File: src/rtl/dma_pkg.sv
// rtl/dma_pkg.sv - shared state encoding and width defaults for the memory copy engine
package dma_pkg;

  localparam int ADDR_W_DEF = 8;
  localparam int DATA_W_DEF = 8;

  typedef enum logic [1:0] {
    IDLE  = 2'd0,
    READ  = 2'd1,
    WRITE = 2'd2,
    DONE  = 2'd3
  } dma_state_t;

endpackage

File: src/rtl/mem_copy_dma.sv
// rtl/mem_copy_dma.sv - byte-serial memory copy engine; MEM_COPY_DMA_CHECKSUM_EN adds a written-byte checksum port
module mem_copy_dma
  import dma_pkg::*;
#(
  parameter int ADDR_W = ADDR_W_DEF,
  parameter int DATA_W = DATA_W_DEF
) (
  input  logic              clk,
  input  logic              reset,
  input  logic              start,
  input  logic [ADDR_W-1:0] src_addr,
  input  logic [ADDR_W-1:0] dst_addr,
  input  logic [ADDR_W-1:0] len,
  output logic              busy,
  output logic              done,
  output logic              mem_req,
  input  logic              mem_gnt,
  output logic [ADDR_W-1:0] mem_addr,
  output logic              mem_rd_en,
  output logic              mem_wr_en,
  output logic [DATA_W-1:0] mem_wdata,
`ifdef MEM_COPY_DMA_CHECKSUM_EN
  output logic [DATA_W-1:0] checksum,
`endif
  input  logic [DATA_W-1:0] mem_rdata
);

  dma_state_t        state, state_nxt;
  logic [ADDR_W-1:0] src_ptr, dst_ptr, count;
  logic              accept;

  assign accept = (state == IDLE) && start;

  always_ff @(posedge clk) begin
    if (reset) begin
      state     <= IDLE;
      src_ptr   <= '0;
      dst_ptr   <= '0;
      count     <= '0;
      mem_wdata <= '0;
`ifdef MEM_COPY_DMA_CHECKSUM_EN
      checksum  <= '0;
`endif
    end else begin
      state <= state_nxt;
      if (accept) begin
        src_ptr  <= src_addr;
        dst_ptr  <= dst_addr;
        count    <= len;
`ifdef MEM_COPY_DMA_CHECKSUM_EN
        checksum <= '0;
`endif
      end
      if (mem_rd_en) begin
        mem_wdata <= mem_rdata;
      end
      // Pointers advance only on a granted write; wrap is natural overflow.
      if (mem_wr_en) begin
        src_ptr  <= src_ptr + 1'b1;
        dst_ptr  <= dst_ptr + 1'b1;
        count    <= count - 1'b1;
`ifdef MEM_COPY_DMA_CHECKSUM_EN
        checksum <= checksum + mem_wdata;
`endif
      end
    end
  end

  always_comb begin
    state_nxt = state;
    busy      = 1'b0;
    done      = 1'b0;
    mem_req   = 1'b0;
    mem_rd_en = 1'b0;
    mem_wr_en = 1'b0;
    mem_addr  = '0;
    case (state)
      IDLE: begin
        if (start) begin
          state_nxt = (len == '0) ? DONE : READ;
        end
      end
      READ: begin
        busy      = 1'b1;
        mem_req   = 1'b1;
        mem_addr  = src_ptr;
        mem_rd_en = mem_gnt;
        if (mem_gnt) begin
          state_nxt = WRITE;
        end
      end
      WRITE: begin
        busy      = 1'b1;
        mem_req   = 1'b1;
        mem_addr  = dst_ptr;
        mem_wr_en = mem_gnt;
        if (mem_gnt) begin
          state_nxt = (count == ADDR_W'(1)) ? DONE : READ;
        end
      end
      DONE: begin
        done      = 1'b1;
        state_nxt = IDLE;
      end
      default: state_nxt = IDLE;
    endcase
  end

endmodule
File: config.mk
export PLATFORM = sky130hd
export DESIGN_NAME = mem_copy_dma
export DESIGN_NICKNAME = d
export VERILOG_FILES = /design/src/rtl/dma_pkg.sv /design/src/rtl/mem_copy_dma.sv
export SDC_FILE = /design/constraint.sdc
export NUM_CORES = 1
export LEC_CHECK = 0
export CORE_MARGIN = 2
export CORE_UTILIZATION = 23
export DETAILED_ROUTE_END_ITERATION = 16
export PLACE_DENSITY_LB_ADDON = 0.2
export SYNTH_ARGS = -nofsm -noshare
export SYNTH_HDL_FRONTEND = slang
export SYNTH_SLANG_ARGS = --single-unit
export TNS_END_PERCENT = 5
File: constraint.sdc
create_clock -name clk -period 1.9 [get_ports clk]
set_input_delay 0.57 -clock clk [delete_from_list [all_inputs] [get_ports clk]]
set_output_delay 0.57 -clock clk [all_outputs]
set_load 0.1 [all_outputs]
* After elaboration in Yosys (flattened, before gate mapping)
Cells that the tools add are included.
** Word-level totals
- Register bits after elaboration :: 34
- Word-level logic and storage cells :: 38
** Cells by class
- Add/subtract/negate cells :: 3
- Equal/unequal tests :: 7
- Muxes and demuxes :: 17
- Reduce and logical (&&, ||, !) cells :: 6
** Operators by type and width (number)
- $mux 8 :: 6
- $add 8x1->8 const B :: 2
- $pmux 8 s2 :: 1
- $mux 2 :: 5
- $eq 8x1->1 const B :: 1
- $logic_not 8->1 :: 1
- $pmux 2 s4 :: 1
- $sub 8x1->8 const B :: 1
- $ne 2x2->1 const B :: 3
- $eq 2x2->1 const B :: 2
- $mux 1 :: 4
- $reduce_and 3->1 :: 1
- $eq 2x1->1 const B :: 1
- $logic_not 2->1 :: 1
- $reduce_bool 2->1 :: 1
- $reduce_or 2->1 :: 1
- $logic_and 1x1->1 :: 1

* Longest topological paths before layout
- Depth after elaboration :: 4
- Depth in mapped cells :: 9

* Least setup slack after synthesis
Ideal clock, no wire load.
- Path kind :: reg2out
- Start point :: register state[1]
- End point :: output port mem_addr[0]
- Arrival time :: 2.805 ns
- Slack :: -1.475 ns
- Cell stages (with the launch flop) :: 4
- Path through :: dfxtp_1 inv_1 ha_1 nor2b_1
** On the way
- Cells in the longest elaborated chain, start to end :: 2
** RTL lines
- start: declaration :: RTL line mem_copy_dma.sv:28 : dma_state_t state, state_nxt;
- start signal: assignment :: RTL line mem_copy_dma.sv:45 : state <= state_nxt;
- $eq 2x2->1 / $eq 2x1->1 (equally long branches) :: RTL line mem_copy_dma.sv:77 : case (state)
- $pmux 8 s2 (*) :: RTL line mem_copy_dma.sv:77
- end: declaration :: RTL line mem_copy_dma.sv:18 : output logic [ADDR_W-1:0] mem_addr,
Mark *: on every way between the ends. The rest lies on a longest branch, timed or not.

* Final worst setup path
- Start point :: register state[0]
- End point :: output port mem_addr[5]
Same word-level chain as after synthesis.

==> qor.yml <==
outcome:
  result_of_the_run: "finished, violations left"
  failing_checks: "setup timing"
timing:
  finClkSkew_ns: 0.003400
  period_share_pct: 107.2
  worst_slew_pin_slew_ns: 0.4016
  fin_ws_ns: -0.1370
  slew_violations: 0
  max_clock_freq_mhz: 490.9
  hold_slack_final_ns: 0.4912
  grt_setup_unrepaired: "yes"
  setup_viol: 12
  max_slew_headroom_pct: 73.20
  final_period_minus_worst_setup_slack_ns: 2.037
  setup_tns_ns: -1.415
  hold_viol: 0
final_layout:
  final_layout_size_suffix_gt1_share_pct: 28.71
  area_delta_synth_final_pct: 67.70
  finalNetCount: 362
  n_antenna_cell: 0
  final_area_um2: 3261
  n_fill_cell: 829
  layout.core_utilization_pct: 39.68
  final_cells: 422
clock_tree:
  tritoncts: "done"
  tritoncts.num_buffers: 5
  cts.reportedPaths.clkPinSlew_ns: 0.07
  max-clock-path-buffers: 2
  tritoncts_num_sinks: 34
  clock_latency_on_the_worst_skew_pair_ns: 0.28
  clockRootBuffer: "clkbuf_8"
  ctsHtreeMaxLevel: 2
global_route:
  number_of_antenna_violations_at_the_first_check_in_global_routing: 0
  total_track_usage_pct: 14.37
  first_global_vias: 1995
  grt_first_pass_wirelength_um: 10070
  maximum_number_of_pins_on_one_net_before_global_route_repair: 35
  global_route_total_overflow: 0
power_and_ir_drop:
  cellPowerDensity_nw_per_um2: 1374
  total_switching_power_mw: 2.069
  finalPower_mw: 4.480
  pwr-share-seq_pct: 25.3
  swShare_pct: 46.18
  internal_power_mw: 2.411
  power.ir.vdd_worst_mv: 0.6510
  clock_power_share_pct: 11.3
  comb_power_share_pct: 63.4
  static-leakage-power_nw: 1.191
yosys:
  postSynthRegisterBits: 34
  ys.flop_type: "dfxtp_1"
  yosys.cell_types.count: 49
  synth_largest_type_area_fraction_pct: 35.01
  netlist.top_cell.by_area: "dfxtp_1"
  synthesized_area_um2: 1944
  netlist_top_cells_area: "dfxtp_1, nand2_1, ha_1"
  syn_avg_cell_area_um2: 8.135
  yosysWarningCount: 0
  synth.top_cells.by_count: "dfxtp_1, nand2_1, nor2_1"
  synth-edff-count: 0
  ys_async_sr_fraction_pct: 0
  synth_cells: 239
  sequential_fraction_of_the_synthesis_area_pct: 35.01
  most_numerous_cell_in_the_yosys_netlist: "dfxtp_1"
  synth_fp_nets: 284
floorplanning:
  die_h_um: 95.95
  design.portCount: 57
  core_region_area_um2: 8217
  placement_rows: 33
  initial_utilization_pct: 23.66
  fp.dieArea_um2: 9205
  fp.dieW_um: 95.95
setup_path:
  cp.required_ns: 1.33
  rrSetupSlack_ns: 0.12
  reg2reg_depth: 9
  worst_ep_arrival_time_ns: 1.47
  critPathCaptureType: "primary output"
  timing.critical_path.from_type: "flop"
  critPathMaxFanout: 9
  timing.setup.critical_path_class: "flop to primary output"
  reg2reg_to: "count[3]"
  r2r-start: "state[0]"
  cp-startpoint: "state[0]"
route:
  route.final.wire_length_um: 6118
  detailroute.via_count: 2034
  drc_errors: 0
  postRouteAntennaNets: 0
  detailedRoute.firstIterationViolations: 102
  dr.pass1.iters: 4
  detail_route.vias_per_cell: 4.820
  avgRoutedWirePerCell_um: 14.50
worst_hold_path:
  worst_hold_path.num_cells: 2
  worstHoldStart: "mem_wdata[7]"
  terminating_pin_of_the_worst_hold_path: "mem_wdata[7]"
  min-delay-path-class: "flop to flop"
placed_design:
  preCtsSetupSlack_ns: -0.3650
  numPortBuffers: 56
  placed_area_um2: 3058
  gp_congestion: 0.7890
  place_hpwl_um: 4434
  numPlacedInstances: 411
flow_run:
  maxCapViolations: 0
-- critical path, stage by stage (launching register included) --
cell,delay (ns)
dfxtp_4,0.36
inv_4,0.04
buf_6,0.11
ha_4,0.31
nor2b_4,0.18
buf_12,0.18
-- repair_timing --
action	CTS	global route
resized for setup	18	1
hold buffers	0	0
pin swaps	4	1
setup endpoints to repair	16	22
setup buffers	3	0
gates cloned	1	0
-- per-layer routing --
metal | vias to the layer above | routed length, µm | part of all wire (%) | track usage, %
li1 | 1033 | - | - | -
met1 | 920 | 2861 | 47 | 18.79
met2 | 79 | 2694 | 44 | 22.49
met3 | 2 | 533 | 8.7 | 4.933
met4 | 0 | 28 | 0.46 | 3.929
met5 | - | 0 | 0 | 0
-- flip-flops by register name, summed over array words and instances (netlist names) --
name       cells
mem_wdata      8
src_ptr        8
state          2
dst_ptr        8
count          8
-- placed cells by master (no fill, tap or decap), types with 4 or more instances in the layout --
master,n
nor4_1,4
nand3_1,6
a22oi_2,8
nor2_1,23
inv_1,5
dfxtp_1,32
buf_12,23
nor3_1,7
clkdlybuf4s50_1,34
a21oi_1,21
a31oi_1,4
ha_1,6
a211oi_1,5
nor2b_4,8
a221oi_1,5
buf_4,25
o21ai_0,7
nand2_1,33
clkbuf_8,5
-- worst max-delay path by stage --
stage	endpoint	slack, ns	cells past startpoint
2_1_floorplan	mem_addr[0]	-0.15	3
3_3_place_gp	mem_rd_en	-0.33	4
3_5_place_dp	dst_ptr[2]	-0.36	6
4_1_cts	mem_addr[5]	-0.17	5
5_1_grt	mem_addr[0]	-0.21	5
6_report	mem_addr[5]	-0.14	5
-- area by class of cell --
| class | instances | area [µm²] | area share [%] |
|---|---|---|---|
| well taps | 105 | 131.4 | 4.029 |
| multi-input cells | 182 | 1286 | 39.45 |
| flip-flops and latches | 34 | 685.7 | 21.03 |
| inverters | 9 | 45.04 | 1.381 |
| repair buffers | 85 | 1036 | 31.77 |
| clock buffers | 7 | 76.32 | 2.341 |
-- logic make-up after synthesis --
kind of cell	count (synthesis)	synth area share (%)
buffers and inverters	23	5.984
adders and majority gates	9	5.792
and+or+nand+nor	100	26.96
muxes	2	1.158
AOI/OAI and AO/OA	71	25.10
DFF	34	35.01
-- power by group through the flow --
stage	clock, mW	sequential, mW	combinational, mW
final	0.507	1.13	2.84
after CTS	0.528	1.13	2.87
after global placement	0	1.12	2.66
after detailed placement	0	1.12	2.66
after global routing	0.560	1.16	3.06
after floorplan	0	1.23	1.64
(Power assumes the default switching activity.)
